===== config.mk =====
export PLATFORM = sky130hd
export DESIGN_NAME = fetch_unit
export DESIGN_NICKNAME = d
export VERILOG_FILES = /design/src/rtl/fetch_pkg.sv /design/src/rtl/fetch_pc_reg.sv /design/src/rtl/fetch_unit.sv
export SDC_FILE = /design/constraint.sdc
export NUM_CORES = 1
export LEC_CHECK = 0
export ABC_AREA = 1
export BUFFER_PORTS_ARGS = -buffer_cell sky130_fd_sc_hd__buf_4
export CAP_MARGIN = 25
export CORE_ASPECT_RATIO = 0.5
export CORE_MARGIN = 5
export CORE_UTILIZATION = 54
export DETAILED_ROUTE_END_ITERATION = 7
export PLACE_DENSITY = 0.93
export SETUP_SLACK_MARGIN = 0.3
export SLEW_MARGIN = 20
export SYNTH_ARGS = -nofsm -noshare
export SYNTH_HDL_FRONTEND = slang
export SYNTH_SLANG_ARGS = --single-unit

===== constraint.sdc =====
create_clock -name clk -period 10.75 [get_ports clk]
set_input_delay 2.6875 -clock clk [delete_from_list [all_inputs] [get_ports clk]]
set_output_delay 2.6875 -clock clk [all_outputs]
set_load 0.01 [all_outputs]

===== src/rtl/fetch_pkg.sv =====
// Shared types and constants for the instruction-fetch stage.
package fetch_pkg;

    typedef enum logic [1:0] {
        StReq  = 2'd0,
        StWait = 2'd1,
        StFull = 2'd2,
        StHalt = 2'd3
    } fetch_state_t;

    localparam logic [31:0] DEFAULT_RESET_PC = 32'h0000_0000;
    localparam int unsigned INSTR_ALIGN      = 4;

endpackage


===== src/rtl/fetch_pc_reg.sv =====
// Program counter register with hold / +4 / redirect-target next-PC selection.
// FETCH_MISALIGN_TRAP_EN: when defined, redirect targets are loaded unmodified.
module fetch_pc_reg
    import fetch_pkg::*;
#(
    parameter int unsigned      XLEN     = 32,
    parameter logic [XLEN-1:0]  RESET_PC = XLEN'(DEFAULT_RESET_PC)
) (
    input  logic            clk,
    input  logic            rst,
    input  logic            load,
    input  logic [XLEN-1:0] target,
    input  logic            advance,
    output logic [XLEN-1:0] pc
);

    logic [XLEN-1:0] target_eff;
    logic [XLEN-1:0] pc_d;

`ifdef FETCH_MISALIGN_TRAP_EN
    // Misaligned targets halt the stage, so the loaded value never reaches memory.
    assign target_eff = target;
`else
    localparam logic [XLEN-1:0] ALIGN_MASK = ~XLEN'(INSTR_ALIGN - 1);
    assign target_eff = target & ALIGN_MASK;
`endif

    always_comb begin
        pc_d = pc;
        if (load) begin
            pc_d = target_eff;
        end else if (advance) begin
            pc_d = pc + XLEN'(INSTR_ALIGN);
        end
    end

    always_ff @(posedge clk or posedge rst) begin
        if (rst) begin
            pc <= RESET_PC;
        end else begin
            pc <= pc_d;
        end
    end

endmodule


===== src/rtl/fetch_unit.sv =====
// Instruction-fetch stage: one outstanding imem request, single-entry output buffer.
// FETCH_MISALIGN_TRAP_EN: misaligned redirects set a sticky error and halt fetching.
module fetch_unit
    import fetch_pkg::*;
#(
    parameter int unsigned      XLEN     = 32,
    parameter logic [XLEN-1:0]  RESET_PC = XLEN'(DEFAULT_RESET_PC)
) (
    input  logic            clk,
    input  logic            rst,
    input  logic            pc_src,
    input  logic [XLEN-1:0] pc_target,
    output logic            imem_req_valid,
    output logic [XLEN-1:0] imem_req_addr,
    input  logic            imem_req_ready,
    input  logic            imem_rsp_valid,
    input  logic [XLEN-1:0] imem_rsp_data,
    output logic            if_valid,
    output logic [XLEN-1:0] if_instr,
    output logic [XLEN-1:0] if_pc,
    output logic [XLEN-1:0] if_pc_plus4,
    input  logic            if_ready,
    output logic            misalign_err
);

    fetch_state_t    state;
    logic            kill;
    logic [XLEN-1:0] pc;
    logic [XLEN-1:0] pc_plus4;
    logic            rsp_take;

    assign pc_plus4 = pc + XLEN'(INSTR_ALIGN);
    // A response coinciding with a redirect is stale and must not advance the PC.
    assign rsp_take = (state == StWait) && imem_rsp_valid && !kill && !pc_src;

    assign imem_req_valid = (state == StReq) && !rst;
    assign imem_req_addr  = pc;

    fetch_pc_reg #(
        .XLEN     (XLEN),
        .RESET_PC (RESET_PC)
    ) u_pc_reg (
        .clk     (clk),
        .rst     (rst),
        .load    (pc_src),
        .target  (pc_target),
        .advance (rsp_take),
        .pc      (pc)
    );

`ifdef FETCH_MISALIGN_TRAP_EN
    logic misalign_q;
    logic misaligned;

    assign misaligned   = pc_src && (pc_target[1:0] != 2'b00);
    assign misalign_err = misalign_q;
`endif

    always_ff @(posedge clk or posedge rst) begin
        if (rst) begin
            state       <= StReq;
            kill        <= 1'b0;
            if_valid    <= 1'b0;
            if_instr    <= '0;
            if_pc       <= '0;
            if_pc_plus4 <= '0;
`ifdef FETCH_MISALIGN_TRAP_EN
            misalign_q  <= 1'b0;
`endif
        end else begin
            unique case (state)
                StReq: begin
                    if (imem_req_ready) begin
                        state <= StWait;
                        kill  <= pc_src;
                    end
                end
                StWait: begin
                    if (imem_rsp_valid) begin
                        kill <= 1'b0;
                        if (kill || pc_src) begin
                            state <= StReq;
                        end else begin
                            state       <= StFull;
                            if_valid    <= 1'b1;
                            if_instr    <= imem_rsp_data;
                            if_pc       <= pc;
                            if_pc_plus4 <= pc_plus4;
                        end
                    end else if (pc_src) begin
                        kill <= 1'b1;
                    end
                end
                StFull: begin
                    // Redirect and consume both drop the buffer; redirect needs no consume.
                    if (pc_src || if_ready) begin
                        state    <= StReq;
                        if_valid <= 1'b0;
                    end
                end
`ifdef FETCH_MISALIGN_TRAP_EN
                StHalt: begin
                    state <= StHalt;
                end
`endif
                default: begin
                    state <= StReq;
                end
            endcase
`ifdef FETCH_MISALIGN_TRAP_EN
            if (misaligned) begin
                state      <= StHalt;
                misalign_q <= 1'b1;
                kill       <= 1'b0;
                if_valid   <= 1'b0;
            end
`endif
        end
    end

`ifndef FETCH_MISALIGN_TRAP_EN
    assign misalign_err = 1'b0;
`endif

endmodule


[Yosys cells after proc, flatten, opt, wreduce, memory -nomap -nowiden]
Cells that the tools add are included.
Storage, ports and cells
  bits in registers: 132
  input port bits: 70
  output and inout bits: 131
  word-level logic and storage cells: 48
Cells by class
  add/sub/neg operators: 1
  equality and inequality tests: 7
  muxes and demuxes: 15
  bitwise gates (word level): 1
  reductions and logical operators: 17
Operators with widths (number)
  $mux 32: 2
  $add 32x3->32 const B: 1
  $reduce_and 3->1: 3
  $mux 2: 4
  $ne 2x2->1 const B: 4
  $mux 1: 6
  $pmux 2 s3: 1
  $reduce_bool 2->1: 3
  $logic_and 1x1->1: 4
  $pmux 1 s2: 2
  $reduce_and 4->1: 1
  $logic_not 1->1: 3
  $ne 3x3->1 const B: 1
  $eq 2x1->1 const B: 1
  $eq 2x2->1 const B: 1
  $logic_not 2->1: 1
  $logic_or 1x1->1: 2
  $not 1->1: 1

[Longest topological paths before layout]
  word-level depth: 6
  gate-level depth with buffers: 10
  depth with buffers taken out: 9

[Cells and area by module]
From an unflattened synthesis, not the netlist that was laid out.
Second synthesis, totals
  cells, all modules: 908
  area total of the unflattened synthesis: 6771.5 um^2
By module, submodules not included
  fetch_unit: instances 1, cells each 601, area each 4647.0 um^2
  fetch_pc_reg: instances 1, cells each 307, area each 2124.5 um^2

[Least setup slack after synthesis]
OpenSTA, ideal clock, no wires.
  path kind: input-to-output
  start: input port rst
  end: output port imem_req_valid
  arrival time: 2.857 ns
  data required time: 8.062 ns
  setup slack: 5.206 ns
  cell stages on the path: 1
  buffers on the path: 0
  cell sequence: nor2_1
On the way
  longest elaborated chain between the ends: 2
Ends and longest elaborated chain
  start, declared: RTL line fetch_unit.sv:10  | input logic rst,
  $logic_not 1->1 (no line)
  $logic_and 1x1->1: RTL line fetch_unit.sv:36  | assign imem_req_valid = (state == StReq) && !rst;
  end, declared: RTL line fetch_unit.sv:13  | output logic imem_req_valid,
No other way between the ends.

[Worst setup path in the final report]
Ends and elaborated chain as after synthesis.

==> metrics.md <==
| Metric | Value |
|---|---|
| Status | complete, but fails checks |
| Failing checks | design-rule violations |
| Fraction of layout cells with a size suffix above 1 | a little over a quarter |
| Syn_area_per_cell | around 8 µm² |
| Final min period | 5.764 ns |
| Clk buf depth | 2 |
| Commonest non-fill, non-tap cell in the layout | nand2_1 |
| Library cells used by synthesis | 29 |
| Pre-antenna DRT Iters | 8 |
| Setup crit end kind | output port |
| Grt met1 use | between 30% and 40% |
| Overall routing resource usage | between 20 and 30% |
| I/O pin count | 201 |
| WL/cell | about 17 µm |
| Leakage | 4.268 nW |
| Startpoint Class | input port |
| Slew margin rel. | roughly 44% |
| First-pass GRT wire length | between 20 and 30 mm |
| Synth warn | 0 |
| Seq/Total Area, Yosys | 55.01% |
| CP peak stage delay | between 0.1 and 0.15 ns |
| Clk pin slew, worst setup/hold paths | 0.06 ns |
| Top FF cell, synth | dfrtp_1 |
| Max Cap Violations | 0 |
| Worst skew pair latency | around 0.42 ns |
| Post-route cell area | 0.007855 mm² |
| CORE AREA | between 0.01 and 0.015 mm² |
| Worst path cell trace | buf_4 > nor2_1 > buf_4 |
| Final setup viols | 0 |
| IO buf count | between 150 and 200 |
| CTS root buffer | clkbuf_16 |
| DR iter-0 viols | 522 |
| PD cells | ~260 mW/mm² |
| DIE AREA | about 0.013 mm² |
| Vias in the first global route | roughly 5,700 |
| Skew final | a little over 0.008 ns |
| Initial Util | between 50% and 60% |
| Ys async rst share | 100.0% |
| Commonest cells after routing, fill and taps aside | nand2_1 (338), buf_4 (192), dfrtp_1 (126) |
| Post-synth EDFFs | 0 |
| Worst EP required | about 8.1 ns |
| Chip width | 155.7 µm |
| Final Slew Violations | 0 |
| Post-synthesis cell area | 0.005732 mm² |
| Pin count of the biggest net entering global routing | 121 |
| Fin nets | 974 |
| Dpl cell area | ~0.0072 mm² |
| Period utilization | between 50% and 60% |
| Crit path arrival time | 3.08 ns |
| Area Growth Syn to Fin | 37.04% |
| Vias/cell | between 5 and 6 |
| Least-Margin Pin Slew | 0.8350 ns |
| Total power | between 2 and 2.5 mW |
| Maximum clock frequency | approximately 0.17 GHz |
| Worst hold path class | reg2reg |
| Antenna-violating nets left | 0 |
| Util after Layout | between 70% and 80% |
| IR drop worst, VDD | between 0.1 and 0.15 mV |
| Number of remaining DRC errors | 2 |
| CP Class | in2out |
| Cells after Synth | 716 |
| Grt ovf | 0 |
| Total Wirelength | 17.59 mm |
| Flops & latches, synth | about 130 |
| Via count | 5,691 |
| Most used cell along the critical path | buf_4 |
| Worst hold margin | roughly 0.48 ns |
| Final hold violation count | 0 |
| Antenna violations before repair | 0 |
| Post-CTS setup repair buffer count | 0 |
| Gpl congestion | ~0.86 |
| Global routing usage on met3 | 7.165% |
| CTS tree | done |
| RSZ-0062 raised after global routing | no |
| Fin Setup TNS | 0 ns |
| Die Span Y | a little over 80 µm |
| CTS buffer count | 17 |
| Hold-fix buffers, CTS | 0 |
| Busiest layer in global routing | met2 |
| Slowest cell on crit path | buf_4 |
| Htree depth | 4 |
| Rows | 26 |
| Grt met2 use | roughly 46% |
| Clock sink count | 126 |
| CP Max Fanout | 2 |
| Antenna cells | 0 |
| Post_cts resized | 0 |
| Post-detail-place hpwl | approximately 12 mm |
power breakdown:
part,internal [mW],switching (mW)
clock network,0.370,0.219
logic,0.331,0.358
registers,0.658,0.133
routing by layer:
metal | share of wire (%) | routed length [µm]
met3 | 9.7 | 1705
met4 | 2.7 | 478
met1 | 37 | 6522
met5 | 0 | 0
met2 | 50 | 8881
cells in the mapped netlist (3+ instances only):
cell	instances	share of area, %
nand2_1	338	22
dfrtp_1	126	55
inv_1	55	3.6
o21ai_0	47	4.1
nand3_1	42	3.7
nor2_1	30	2.0
buf_4	14	1.8
buf_2	9	0.79
clkbuf_1	8	0.52
nor2_4	6	1.2
a21oi_1	5	0.44
nor2_2	5	0.55
nand2_2	4	0.44
nand3_2	4	0.70
o211ai_1	3	0.39
xnor2_1	3	0.46
metrics by stage:
step,std cells,worst slack (ns)
2_1_floorplan,722,4.707
3_3_place_gp,1022,5.032
3_5_place_dp,1024,4.995
4_1_cts,1056,4.992
5_1_grt,1056,4.980
6_report,1056,4.986
path summary, 6_finish.rpt:
path / start / endpoint / slack [ns] / depth (start not counted)
max: rst / imem_req_valid / 4.99 / 3
min: if_instr[18] / if_instr[18] / 0.48 / 2
max reg2reg: state[1] / u_pc_reg.pc[15] / 8.56 / 8
min reg2reg: if_instr[18] / if_instr[18] / 0.48 / 2
max in group asynchronous: rst / u_pc_reg.pc[16] / 7.27 / 3
min in group asynchronous: rst / if_valid / 2.39 / 2
flip-flops by register name (all words and copies together), names as in the netlist:
signal,flops
state,2
if_instr,32
if_pc_plus4,30
u_pc_reg.pc,30
kill,1
if_pc,30
if_valid,1
cell families after synthesis:
family	count (synthesis)	synth area share (%)
AND/OR/NAND/NOR	433	31.15
adder cells (fa/ha/maj)	1	0.2183
buffers and inverters	90	7.269
flip-flops	126	55.01
AO/OA/AOI/OAI	61	5.676
other	1	0.06543
XOR/XNOR	4	0.6113
worst max-delay path: cells and delay by family:
family / cells / cell delay [ns]
buf+inv: 2 / 0.26
simple gates: 1 / 0.12
layout make-up:
type / instances / area (µm²)
Fill cell: 675 / 2425
Inverter: 57 / 219.0
Tap cell: 140 / 175.2
Multi-Input combinational cell: 506 / 2192
Clock inverter: 14 / 168.9
Sequential cell: 126 / 3153
Clock buffer: 18 / 439.2
Timing Repair Buffer: 195 / 1508
No activity file was read; power rests on OpenSTA's default activity.
